## config.mk

```make
export PLATFORM = sky130hd
export DESIGN_NAME = fpa_iter_flat
export DESIGN_NICKNAME = d
export VERILOG_FILES = /design/src/rtl/fpa_pkg.sv /design/src/rtl/fpa_if.sv /design/src/rtl/fpa_norm.sv /design/src/rtl/fpa_iter.sv /design/src/flat_wrapper.sv
export SDC_FILE = /design/constraint.sdc
export NUM_CORES = 1
export LEC_CHECK = 0
export CAP_MARGIN = 20
export CORE_MARGIN = 3
export CORE_UTILIZATION = 40
export CTS_CLUSTER_DIAMETER = 120
export DETAILED_ROUTE_END_ITERATION = 7
export GPL_ROUTABILITY_DRIVEN = 0
export MAX_ROUTING_LAYER = met4
export PLACE_DENSITY = 0.63
export SYNTH_ARGS = -nofsm -noshare
export SYNTH_HDL_FRONTEND = slang
export SYNTH_SLANG_ARGS = --single-unit
```

## constraint.sdc

```tcl
create_clock -name clk -period 5.3 [get_ports clk]
set_input_delay 0.53 -clock clk [delete_from_list [all_inputs] [get_ports clk]]
set_output_delay 0.53 -clock clk [all_outputs]
set_load 0.01 [all_outputs]
```

## src/rtl/fpa_pkg.sv

```systemverilog
// rtl/fpa_pkg.sv - shared FSM states, flag bit positions and IEEE constant builders for fpa_iter.
package fpa_pkg;

    typedef enum logic [2:0] {
        ST_IDLE,
        ST_ALIGN,
        ST_ADD,
        ST_NORM,
        ST_ROUND,
        ST_DONE
    } state_e;

    localparam int FLAG_INVALID  = 2;
    localparam int FLAG_OVERFLOW = 1;
    localparam int FLAG_INEXACT  = 0;

    // Both builders return a 64-bit word; callers keep the low 1+exp_w+man_w bits.
    function automatic logic [63:0] fpa_qnan(input int exp_w, input int man_w);
        logic [63:0] v;
        v = '0;
        for (int i = 0; i < exp_w; i++) v[man_w + i] = 1'b1;
        v[man_w - 1] = 1'b1;
        return v;
    endfunction

    function automatic logic [63:0] fpa_inf(input int exp_w, input int man_w);
        logic [63:0] v;
        v = '0;
        for (int i = 0; i < exp_w; i++) v[man_w + i] = 1'b1;
        return v;
    endfunction

endpackage

```

## src/rtl/fpa_if.sv

```systemverilog
// rtl/fpa_if.sv - operand/result handshake bundle between a producer and fpa_iter.
interface fpa_if #(
    parameter int W = 32
);
    logic         in_valid;
    logic         in_ready;
    logic [W-1:0] X;
    logic [W-1:0] Y;
    logic [W-1:0] result;
    logic         out_valid;
    logic         out_ready;
    logic [2:0]   flags;

    modport master (
        output in_valid, X, Y, out_ready,
        input  in_ready, result, out_valid, flags
    );

    modport slave (
        input  in_valid, X, Y, out_ready,
        output in_ready, result, out_valid, flags
    );
endinterface

```

## src/rtl/fpa_norm.sv

```systemverilog
// rtl/fpa_norm.sv - leading-zero count and left shift, shift amount capped by limit_i.
module fpa_norm #(
    parameter  int WIDTH = 27,
    localparam int CW    = $clog2(WIDTH + 1)
) (
    input  logic [WIDTH-1:0] data_i,
    input  logic [CW-1:0]    limit_i,
    output logic [CW-1:0]    shamt_o,
    output logic [WIDTH-1:0] data_o
);
    logic [CW-1:0] lzc;

    // Highest set bit wins since later iterations overwrite earlier ones.
    always_comb begin
        lzc = CW'(WIDTH);
        for (int i = 0; i < WIDTH; i++) begin
            if (data_i[i]) lzc = CW'(WIDTH - 1 - i);
        end
    end

    assign shamt_o = (lzc < limit_i) ? lzc : limit_i;
    assign data_o  = data_i << shamt_o;
endmodule

```

## src/rtl/fpa_iter.sv

```systemverilog
// rtl/fpa_iter.sv - multi-cycle IEEE-style adder FSM; FPA_SUBNORMAL_EN enables gradual underflow.
module fpa_iter
    import fpa_pkg::*;
#(
    parameter int EXP_W = 8,
    parameter int MAN_W = 23
) (
    input logic clk,
    input logic rst,
    fpa_if.slave bus
);
    localparam int W   = 1 + EXP_W + MAN_W;
    localparam int SW  = MAN_W + 4;
    localparam int EW1 = EXP_W + 1;
    localparam int CW  = $clog2(SW + 1);
    localparam int DW  = $clog2(MAN_W + 4);
    localparam logic [63:0]      QNAN64  = fpa_qnan(EXP_W, MAN_W);
    localparam logic [63:0]      INF64   = fpa_inf(EXP_W, MAN_W);
    localparam logic [W-1:0]     QNAN    = QNAN64[W-1:0];
    localparam logic [W-2:0]     INF_MAG = INF64[W-2:0];
    localparam logic [EXP_W-1:0] EMAX    = '1;

    logic sx, sy;
    logic [EXP_W-1:0] ex, ey;
    logic [MAN_W-1:0] fx, fy;
    assign {sx, ex, fx} = bus.X;
    assign {sy, ey, fy} = bus.Y;

    logic x_nan, y_nan, x_snan, y_snan, x_inf, y_inf, x_zero, y_zero;
    assign x_nan  = (ex == EMAX) && (fx != '0);
    assign y_nan  = (ey == EMAX) && (fy != '0);
    assign x_snan = x_nan && !fx[MAN_W-1];
    assign y_snan = y_nan && !fy[MAN_W-1];
    assign x_inf  = (ex == EMAX) && (fx == '0);
    assign y_inf  = (ey == EMAX) && (fy == '0);

    logic x_big, sa_c, ha, hb;
    logic [EXP_W-1:0] ea_raw, eb_raw, ea_c, eb_c, diff;
    logic [MAN_W-1:0] fa, fb;
    logic [DW-1:0]    dcl;
    assign x_big  = {ex, fx} >= {ey, fy};
    assign sa_c   = x_big ? sx : sy;
    assign ea_raw = x_big ? ex : ey;
    assign eb_raw = x_big ? ey : ex;
    assign fa     = x_big ? fx : fy;
    assign fb     = x_big ? fy : fx;
`ifdef FPA_SUBNORMAL_EN
    assign x_zero = (ex == '0) && (fx == '0);
    assign y_zero = (ey == '0) && (fy == '0);
    assign ha     = (ea_raw != '0);
    assign hb     = (eb_raw != '0);
`else
    assign x_zero = (ex == '0);
    assign y_zero = (ey == '0);
    assign ha     = 1'b1;
    assign hb     = 1'b1;
`endif
    assign ea_c = ha ? ea_raw : EXP_W'(1);
    assign eb_c = hb ? eb_raw : EXP_W'(1);
    assign diff = ea_c - eb_c;
    assign dcl  = (diff > EXP_W'(MAN_W + 3)) ? DW'(MAN_W + 3) : DW'(diff);

    logic           spec_hit;
    logic [W-1:0]   spec_res;
    logic [2:0]     spec_flags;
    always_comb begin
        spec_hit   = 1'b1;
        spec_res   = '0;
        spec_flags = '0;
        if (x_nan || y_nan) begin
            spec_res                 = QNAN;
            spec_flags[FLAG_INVALID] = x_snan || y_snan;
        end else if (x_inf && y_inf) begin
            if (sx == sy) begin
                spec_res = bus.X;
            end else begin
                spec_res                 = QNAN;
                spec_flags[FLAG_INVALID] = 1'b1;
            end
        end else if (x_inf)             spec_res = bus.X;
        else if (y_inf)                 spec_res = bus.Y;
        else if (x_zero && y_zero)      spec_res = {sx & sy, {(W-1){1'b0}}};
        else if (x_zero)                spec_res = bus.Y;
        else if (y_zero)                spec_res = bus.X;
        else                            spec_hit = 1'b0;
    end

    state_e         state_q;
    logic           sa_q, sub_q, tiny_q, out_valid_q;
    logic [EW1-1:0] ea_q;
    logic [SW-1:0]  ma_q, mb_q;
    logic [SW:0]    sum_q;
    logic [DW-1:0]  cnt_q;
    logic [W-1:0]   result_q;
    logic [2:0]     flags_q;

    logic [SW-1:0]  align_d;
    logic [SW:0]    sum_d;
    assign align_d = {1'b0, mb_q[SW-1:2], mb_q[1] | mb_q[0]};
    assign sum_d   = sub_q ? ({1'b0, ma_q} - {1'b0, mb_q}) : ({1'b0, ma_q} + {1'b0, mb_q});

    logic [CW-1:0]  lim, shamt;
    logic [SW-1:0]  shifted;
`ifdef FPA_SUBNORMAL_EN
    // Never normalise below exponent 1; the leftover leading zeros make the subnormal.
    logic [EW1-1:0] em1;
    assign em1 = ea_q - EW1'(1);
    assign lim = (em1 >= EW1'(SW)) ? CW'(SW) : em1[CW-1:0];
`else
    assign lim = CW'(SW);
`endif

    fpa_norm #(.WIDTH(SW)) u_norm (
        .data_i  (sum_q[SW-1:0]),
        .limit_i (lim),
        .shamt_o (shamt),
        .data_o  (shifted)
    );

    logic [SW-1:0]  norm_m_d;
    logic [EW1-1:0] norm_e_d;
    logic           norm_s_d, norm_tiny_d;
    always_comb begin
        norm_m_d    = shifted;
        norm_e_d    = ea_q - EW1'(shamt);
        norm_s_d    = sa_q;
        norm_tiny_d = 1'b0;
        if (sum_q[SW]) begin
            norm_m_d = {sum_q[SW:2], sum_q[1] | sum_q[0]};
            norm_e_d = ea_q + EW1'(1);
        end else if (sum_q[SW-1:0] == '0) begin
            norm_m_d = '0;
            norm_e_d = '0;
            norm_s_d = 1'b0;
        end
`ifndef FPA_SUBNORMAL_EN
        else if (EW1'(shamt) >= ea_q) begin
            norm_m_d    = '0;
            norm_e_d    = '0;
            norm_tiny_d = 1'b1;
        end
`endif
    end

    logic [MAN_W+1:0] mant_r;
    logic [EW1-1:0]   e_r;
    logic [MAN_W-1:0] frac_r;
    logic             rnd_up;
    logic [W-1:0]     round_res_d;
    logic [2:0]       round_flags_d;
    always_comb begin
        rnd_up = ma_q[2] && (ma_q[1] || ma_q[0] || ma_q[3]);
        mant_r = {1'b0, ma_q[SW-1:3]} + {{(MAN_W+1){1'b0}}, rnd_up};
        if (mant_r[MAN_W+1]) begin
            e_r    = ea_q + EW1'(1);
            frac_r = mant_r[MAN_W:1];
        end else begin
            // A clear hidden bit means the value is subnormal (or zero): exponent field 0.
            e_r    = mant_r[MAN_W] ? ea_q : '0;
            frac_r = mant_r[MAN_W-1:0];
        end
        round_flags_d               = '0;
        round_flags_d[FLAG_INEXACT] = (ma_q[2:0] != '0) || tiny_q;
        if (e_r >= {1'b0, EMAX}) begin
            round_res_d                  = {sa_q, INF_MAG};
            round_flags_d[FLAG_OVERFLOW] = 1'b1;
            round_flags_d[FLAG_INEXACT]  = 1'b1;
        end else begin
            round_res_d = {sa_q, e_r[EXP_W-1:0], frac_r};
        end
    end

    always_ff @(posedge clk) begin
        if (rst) begin
            state_q     <= ST_IDLE;
            out_valid_q <= 1'b0;
            result_q    <= '0;
            flags_q     <= '0;
        end else begin
            case (state_q)
                ST_IDLE: if (bus.in_valid) begin
                    if (spec_hit) begin
                        result_q <= spec_res;
                        flags_q  <= spec_flags;
                        state_q  <= ST_DONE;
                    end else begin
                        sa_q    <= sa_c;
                        sub_q   <= sx ^ sy;
                        ea_q    <= {1'b0, ea_c};
                        ma_q    <= {ha, fa, 3'b000};
                        mb_q    <= {hb, fb, 3'b000};
                        cnt_q   <= dcl;
                        tiny_q  <= 1'b0;
                        state_q <= (dcl == '0) ? ST_ADD : ST_ALIGN;
                    end
                end
                ST_ALIGN: begin
                    mb_q  <= align_d;
                    cnt_q <= cnt_q - DW'(1);
                    if (cnt_q == DW'(1)) state_q <= ST_ADD;
                end
                ST_ADD: begin
                    sum_q   <= sum_d;
                    state_q <= ST_NORM;
                end
                ST_NORM: begin
                    ma_q    <= norm_m_d;
                    ea_q    <= norm_e_d;
                    sa_q    <= norm_s_d;
                    tiny_q  <= norm_tiny_d;
                    state_q <= ST_ROUND;
                end
                ST_ROUND: begin
                    result_q    <= round_res_d;
                    flags_q     <= round_flags_d;
                    out_valid_q <= 1'b1;
                    state_q     <= ST_DONE;
                end
                ST_DONE: begin
                    // Special results arrive with out_valid low and raise it one cycle later.
                    if (!out_valid_q) begin
                        out_valid_q <= 1'b1;
                    end else if (bus.out_ready) begin
                        out_valid_q <= 1'b0;
                        state_q     <= ST_IDLE;
                    end
                end
                default: state_q <= ST_IDLE;
            endcase
        end
    end

    assign bus.in_ready  = (state_q == ST_IDLE);
    assign bus.result    = result_q;
    assign bus.out_valid = out_valid_q;
    assign bus.flags     = flags_q;
endmodule

```

## src/flat_wrapper.sv

```systemverilog
// flat-port wrapper written by rule: the top's interface ports become plain ports
module fpa_iter_flat import fpa_pkg::*;
#(
    parameter int EXP_W = 8,
    parameter int MAN_W = 23
)
  (clk, rst, bus_in_valid, bus_X, bus_Y, bus_out_ready, bus_in_ready, bus_result, bus_out_valid, bus_flags);
  fpa_if #(.W(32)) bus_i ();
  input logic clk;
  input logic rst;
  input wire logic [$bits(bus_i.in_valid)-1:0] bus_in_valid;
  input wire logic [$bits(bus_i.X)-1:0] bus_X;
  input wire logic [$bits(bus_i.Y)-1:0] bus_Y;
  input wire logic [$bits(bus_i.out_ready)-1:0] bus_out_ready;
  output wire logic [$bits(bus_i.in_ready)-1:0] bus_in_ready;
  output wire logic [$bits(bus_i.result)-1:0] bus_result;
  output wire logic [$bits(bus_i.out_valid)-1:0] bus_out_valid;
  output wire logic [$bits(bus_i.flags)-1:0] bus_flags;
  assign bus_i.in_valid = bus_in_valid;
  assign bus_i.X = bus_X;
  assign bus_i.Y = bus_Y;
  assign bus_i.out_ready = bus_out_ready;
  assign bus_in_ready = bus_i.in_ready;
  assign bus_result = bus_i.result;
  assign bus_out_valid = bus_i.out_valid;
  assign bus_flags = bus_i.flags;
  fpa_iter #(.EXP_W(EXP_W), .MAN_W(MAN_W)) u_core (.clk(clk), .rst(rst), .bus(bus_i));
endmodule
```

=== Word-level counts from Yosys, hierarchy flattened ===
Index checks and enable logic that the tools add are counted.

* Add/sub/neg operators: 7
* Magnitude comparators: 5
* Equality and inequality tests: 17
* Shift operators: 1
* Muxes and demuxes: 103
* Bitwise gates (word level): 6
* Reductions and logical operators: 37

{| class="wikitable"
|+ Operators by type and width
! kind !! number
|-
| 32-bit two-way mux || 10
|-
| 27-bit two-way mux || 7
|-
| 5-bit two-way mux || 30
|-
| 27-bit one-hot mux with 2 select lines || 2
|-
| 23-bit two-way mux || 3
|-
| 32-bit one-hot mux with 2 select lines || 1
|-
| 9-bit two-way mux || 7
|-
| 23-bit logical NOT || 2
|-
| 23-bit nonzero test || 2
|-
| 31-bit greater-or-equal comparator || 1
|-
| 31-bit two-way mux || 1
|-
| 27-bit by 27-bit adder with 28-bit output || 1
|-
| 28-bit two-way mux || 1
|-
| 27-bit by 27-bit subtractor with 28-bit output || 1
|-
| 27-bit logical NOT || 1
|-
| 27-bit by 5-bit left shift with 27-bit output || 1
|-
| 24-bit by 1-bit adder with 25-bit output || 1
|-
| 1-bit two-way mux || 23
|-
| 3-bit two-way mux || 7
|-
| 3-bit one-hot mux with 6 select lines || 1
|-
| 9-bit one-hot mux with 2 select lines || 1
|-
| 8-bit equality test, second input constant || 2
|-
| 8-bit logical NOT || 2
|-
| 8-bit two-way mux || 2
|-
| other kinds (34) || 66
|}

* Flip-flop bits (word level): 138
* Input bits: 68
* Output and inout bits: 37
* Word-level logic and storage cells: 188

=== Depth between registers and ports, before layout ===
* Depth in word-level cells: 34
* Gate-level depth with buffers: 20
* Depth with buffers taken out: 19

=== Modules after synthesis ===
From an unflattened synthesis, not the netlist that was laid out.

* Cell total of the unflattened synthesis: 1626
* Area total of the unflattened synthesis: 12986.2 um^2

{| class="wikitable"
|+ By module, submodules not included
! module !! times used !! cells each !! area each (um^2) !! seq. area each (um^2)
|-
| fpa_iter || 1 || 1342 || 11028.1 || 3753.6
|-
| fpa_norm || 1 || 284 || 1958.1 || 0.0
|}

=== Least setup slack after synthesis ===
Ideal clock, no wire load.

* Path kind: reg2reg
* Start: reg u_core.sum_q[3]
* End: reg u_core.ma_q[22] (data pin)
* Library setup time: 265 ps
* Data arrival time: 3930 ps
* Required time: 5035 ps
* Setup slack: 1104 ps
* Stages on the path, launching flop included: 20
* Path buffers: 1
* Clock period less this slack: 4196 ps
* Cells stage by stage: edfxtp_1 -> o31ai_1 -> a21boi_0 -> o31a_1 -> o21ai_0 -> o31ai_1 -> inv_2 -> buf_1 -> ha_1 -> nor2b_1 -> o21ai_0 -> a21oi_1 -> o21ai_0 -> nand2b_1 -> a21o_1 -> o311ai_2 -> nor2_1 -> nand2_1 -> o22ai_1 -> or3_1

* Word-level cells in the longest chain between the ends: 31
* Elaborated cells on any way between the ends: 33
* Classes of those cells: order compare: 2; shift: 1; mux: 29; reduce/logical: 1

{| class="wikitable"
|+ Ends and longest elaborated chain
! item !! RTL line !! source
|-
| start, declared || fpa_iter.sv:92 || <nowiki>logic [SW:0] sum_q;</nowiki>
|-
| start signal, assigned || fpa_iter.sv:203 || <nowiki>sum_q <= sum_d;</nowiki>
|-
| 5-bit two-way mux (24 in a row) || fpa_norm.sv:17 || <nowiki>if (data_i[i]) lzc = CW'(WIDTH - 1 - i);</nowiki>
|-
| 5-bit < comparator || fpa_norm.sv:21 || <nowiki>assign shamt_o = (lzc < limit_i) ? lzc : limit_i;</nowiki>
|-
| 5-bit two-way mux || fpa_norm.sv:21 ||
|-
| 5-bit by 9-bit greater-or-equal comparator with 1-bit output / 27-bit by 5-bit left shift with 27-bit output (equally long branches) || fpa_iter.sv:137, fpa_norm.sv:22 ||
|-
| 27-bit two-way mux || fpa_iter.sv:137 || <nowiki>else if (EW1'(shamt) >= ea_q) begin</nowiki>
|-
| 27-bit two-way mux * || fpa_iter.sv:131 || <nowiki>end else if (sum_q[SW-1:0] == '0) begin</nowiki>
|-
| 27-bit two-way mux * || fpa_iter.sv:128 || <nowiki>if (sum_q[SW]) begin</nowiki>
|-
| 27-bit one-hot mux with 2 select lines * || fpa_iter.sv:180 || <nowiki>case (state_q)</nowiki>
|-
| end signal, assigned || fpa_iter.sv:190 || <nowiki>ma_q <= {ha, fa, 3'b000};</nowiki>
|-
| end signal, assigned || fpa_iter.sv:207 || <nowiki>ma_q <= norm_m_d;</nowiki>
|-
| end, declared || fpa_iter.sv:91 || <nowiki>logic [SW-1:0] ma_q, mb_q;</nowiki>
|}

Every way passes the cells marked *; elsewhere a longest branch is shown, timed or not.
A chain may end at the register's enable or synchronous reset.

=== Worst setup path after layout ===
* Start: in bus_Y[29]
* End: reg u_core.cnt_q[1] (data pin)

* Word-level cells in the longest chain between the ends: 8
* Elaborated cells on any way between the ends: 9
* Classes of those cells: add/sub: 1; order compare: 2; mux: 6

{| class="wikitable"
|+ Ends and longest elaborated chain
! item !! RTL line !! source
|-
| start, declared || flat_wrapper.sv:13 || <nowiki>input wire logic [$bits(bus_i.Y)-1:0] bus_Y;</nowiki>
|-
| 31-bit greater-or-equal comparator || fpa_iter.sv:41 || <nowiki>assign x_big = {ex, fx} >= {ey, fy};</nowiki>
|-
| 8-bit two-way mux, on equally long branches || fpa_iter.sv:43, fpa_iter.sv:44 ||
|-
| 8-bit subtractor * || fpa_iter.sv:60 || <nowiki>assign diff = ea_c - eb_c;</nowiki>
|-
| 8-bit by 5-bit > comparator with 1-bit output || fpa_iter.sv:61 || <nowiki>assign dcl = (diff > EXP_W'(MAN_W + 3)) ? DW'(MAN_W + 3) : DW'(diff);</nowiki>
|-
| 5-bit two-way mux * || fpa_iter.sv:61 ||
|-
| 5-bit two-way mux * || fpa_iter.sv:182 || <nowiki>if (spec_hit) begin</nowiki>
|-
| 5-bit two-way mux * || fpa_iter.sv:181 || <nowiki>ST_IDLE: if (bus.in_valid) begin</nowiki>
|-
| 5-bit one-hot mux with 2 select lines * || fpa_iter.sv:180 ||
|-
| end signal, assigned || fpa_iter.sv:192 || <nowiki>cnt_q <= dcl;</nowiki>
|-
| end signal, assigned || fpa_iter.sv:199 || <nowiki>cnt_q <= cnt_q - DW'(1);</nowiki>
|-
| end, declared || fpa_iter.sv:93 || <nowiki>logic [DW-1:0] cnt_q;</nowiki>
|}

Every way passes the cells marked *; elsewhere a longest branch is shown, timed or not. The select of a mux whose other input is x is not followed.

==> flow_summary.yaml <==
synth:
  synth_adder_area_share: 0.0740
  synth_top_cell_by_area: "edfxtp_1"
  synth.top_cell.area_share: 0.240
  ys_seq_elements: 138
  syn_avg_cell_area_um2: 7.98
  syn_nets: 1691
  ys_seq_area_frac: 0.303
  synthSimpleGateAreaFrac: 0.208
  synthCells: 1551
  yosys-mux-area-fraction: 0.0517
  syn_area_um2: 12400
  synth_top_family_by_area: "compound AO/OA/AOI/OAI gates"
  ys.flop_type: "edfxtp_1"
  synth_edf_count: 99
  synthXorXnorAreaFrac: 0.0566
  async_reset_ff_frac: 0
  ys_types: 81
  synth_compound_area_frac: 0.259
  netlist_top_cells_area: "edfxtp_1, ha_1, a21oi_1, dfxtp_1, nand2_1"
  yosysWarnings: 0
detailed_routing:
  drt-initial-drc-count: 1719
  viasPerCell: 6.23
  drc: 0
  wl_per_cell_um: 22.3
  first_pass_iters: 6
  route.vias.total: 12775
  wl_um: 45700
  drtAntennaViolNets: 0
setup_path:
  max_stage_delay_ps: 560
  path_max_fanout: 7
  cp_cell_sequence: "clkdlybuf4s50_1 -> inv_1 -> ha_1 -> nand2_2 -> nor4_4 -> nand3_1 -> o211a_1 -> a21oi_2 -> a22oi_2 -> ha_1 -> a32oi_1 -> a31oi_1 -> a2111o_1 -> a221oi_1 -> o22ai_1 -> a311o_1 -> a2bb2oi_1"
  rr_startpoint: "u_core.sum_q[4]$_DFFE_PP_"
  criticalPathCategory: "in2reg"
  cp.arrival_ps: 5000
  startpoint_type: "input pin"
  rr_endpoint: "u_core.ma_q[22]$_DFFE_PP_"
  worstSetupEndpointType: "register"
  path_common_cell: "ha_1"
  r2r_setup_slack_ps: 540
  reg2reg_depth: 18
  cp_slowest_cell: "clkdlybuf4s50_1"
  critPathRequiredTime_ps: 5470
power:
  power_density_nw_per_um2: 256
  total_power_mw: 3.76
  ir_drop_uv: 196
  leakagePower_nw: 5.41
timing:
  maxSlewHeadroom: 0.297
  finalWorstSetupSlack_ps: 465
  slew_viol_final: 0
  clock_skew_ps: 13.7
  fmax_mhz: 207
  setup_viol: 0
  holdWs_ps: 460
  max_slew.worst_pin.slew_ps: 1050
  fin_tns_setup_ps: 0
  finalHoldViolCount: 0
  period_needed_ps: 4830
  grt_setup_unrepaired: "false"
  period_share: 0.912
clock_tree:
  clock_tree.buffer_depth: 2
  tritoncts: "yes"
  htree_num_levels: 4
  cts_sinks: 138
  clk_latency_ps: 440
  cts_resized: 0
  cts_root_buf: "clkbuf_16"
  cts_made_buffers: 17
  post_cts_buffers: 0
  path_clk_slew_ps: 60
  ctsHoldBuffers: 0
global_routing:
  grt_overflow: 0
  grt_pass1_wl_um: 69900
  antenna_found_initial: 1
  grt_max_degree: 61
  track_usage: 0.278
  grt_pass1_vias: 11905
floorplan:
  core_um2: 30000
  ioPinCount: 105
  start_util: 0.412
  die_h_um: 182
  die_w_um: 182
  core.rowCount: 63
  die_area_um2: 33100
placement:
  pre_cts_slack_ps: 118
  portBuffers: 104
  post_dp_cell_area_um2: 14000
  post-place-cells: 2018
  dp_hpwl_um: 35900
finish:
  layout-drive-gt1-share: 0.0717
  nets: 1787
  instances_no_fill: 2051
  postLayoutCellArea_um2: 14600
  area_growth_pct: 18.4
  fin_util: 0.488
hold_path:
  hold_end: "u_core.bus.result[23]$_SDFFE_PP0P_"
  min_path_cells: 2
  hold_start: "u_core.bus.result[23]$_SDFFE_PP0P_"
  hp-class: "reg2reg"
status:
  status: "completed"
job:
  drv_cap: 0
==> final cells by class <==
cell class / instances / area [um2]
fillers: 2896 / 15400
clock buffers: 18 / 429
multi-input cells: 1263 / 8110
clock inverters: 14 / 170
repair buffers: 151 / 1410
flip-flops and latches: 138 / 3750
well taps: 390 / 488
inverters: 76 / 285
diodes: 1 / 2.50
==> where the power goes <==
group | internal [mW] | leakage [nW] | total [mW] | switching [mW]
Combinational | 0.463 | 3.89 | 1.14 | 0.675
Clock | 0.741 | 0.285 | 1.23 | 0.485
Sequential | 1.29 | 1.23 | 1.39 | 0.102
==> kinds of logic (layout without fill, tap and decap cells) <==
logic type,count (synthesis),after routing
muxes,61,61
and+or+nand+nor,553,553
xor gates and xnor gates,80,80
DFF,138,138
adders and majority gates,72,72
AOI/OAI and AO/OA,497,497
buffers and inverters,150,259
other,0,1
==> sequential cells by signal, indices dropped and copies added (netlist names), 3 cells and up <==
register / flops
u_core.bus.flags: 3
u_core.cnt_q: 5
u_core.sum_q: 28
u_core.ma_q: 27
u_core.mb_q: 27
u_core.bus.result: 32
u_core.ea_q: 9
u_core.state_q: 3
==> cell usage in the layout (no fill, tap or decap), types with 10 or more instances in the layout <==
cell / n
edfxtp_1: 99
o21ai_0: 98
nand3_1: 41
o22ai_1: 11
a21oi_1: 172
o211ai_1: 18
a221o_1: 13
xor2_1: 19
a221oi_1: 12
ha_1: 70
nand2b_1: 11
mux2i_1: 47
dfxtp_1: 39
a31oi_1: 19
xnor2_1: 61
a21o_1: 15
clkdlybuf4s50_1: 104
nand4_1: 22
a211oi_1: 12
nand2_1: 167
clkbuf_16: 17
and2_1: 12
o221ai_1: 18
mux2_2: 13
nor3_1: 45
buf_4: 46
or3_1: 12
o21a_1: 10
nor2_1: 161
and3_1: 16
nor4_1: 30
inv_1: 74
a22oi_1: 26
==> routing by layer <==
metal | share of wire | routed length (um) | up-vias | GRT usage
li1 | - | - | 6003 | -
met1 | 0.43 | 19800 | 6071 | 0.384
met2 | 0.46 | 20900 | 630 | 0.432
met3 | 0.088 | 4010 | 71 | 0.0375
met4 | 0.023 | 1040 | 0 | 0.0661
met5 | 0 | 0 | - | -
==> synth_stat cells (13+ instances only) <==
library cell / count
nand2_1: 167
nand3_1: 41
a22oi_1: 26
ha_1: 70
xor2_1: 19
a21o_1: 15
mux2_2: 13
dfxtp_1: 39
a31oi_1: 19
o221ai_1: 18
nand4_1: 22
nor4_1: 30
mux2i_1: 47
nor3_1: 47
and3_1: 16
clkbuf_1: 64
nor2_1: 163
inv_1: 74
a21oi_1: 174
edfxtp_1: 99
o211ai_1: 18
xnor2_1: 61
a221o_1: 13
o21ai_0: 99
==> how the worst max path moves through the flow <==
stage,from,slack [ps],depth (start not counted),end
after floorplan,u_core.sum_q[3]$_DFFE_PP_,1100,19,u_core.ma_q[22]$_DFFE_PP_
after global placement,bus_Y[28],250,17,u_core.cnt_q[1]$_DFFE_PP_
after detailed placement,bus_Y[29],120,17,u_core.cnt_q[1]$_DFFE_PP_
after CTS,u_core.sum_q[3]$_DFFE_PP_,550,18,u_core.ma_q[22]$_DFFE_PP_
after global routing,u_core.mb_q[2]$_SDFFCE_PN0P_,190,18,u_core.sum_q[27]$_DFFE_PP_
final,bus_Y[29],470,17,u_core.cnt_q[1]$_DFFE_PP_
==> worst max-delay path: cells and delay by family <==
family	cells	cell delay (ps)
adders and majority gates	2	670
buffers and inverters	2	700
and+or+nand+nor	3	720
AOI/OAI and AO/OA	10	2380
Power figures use the tool's default switching activity.
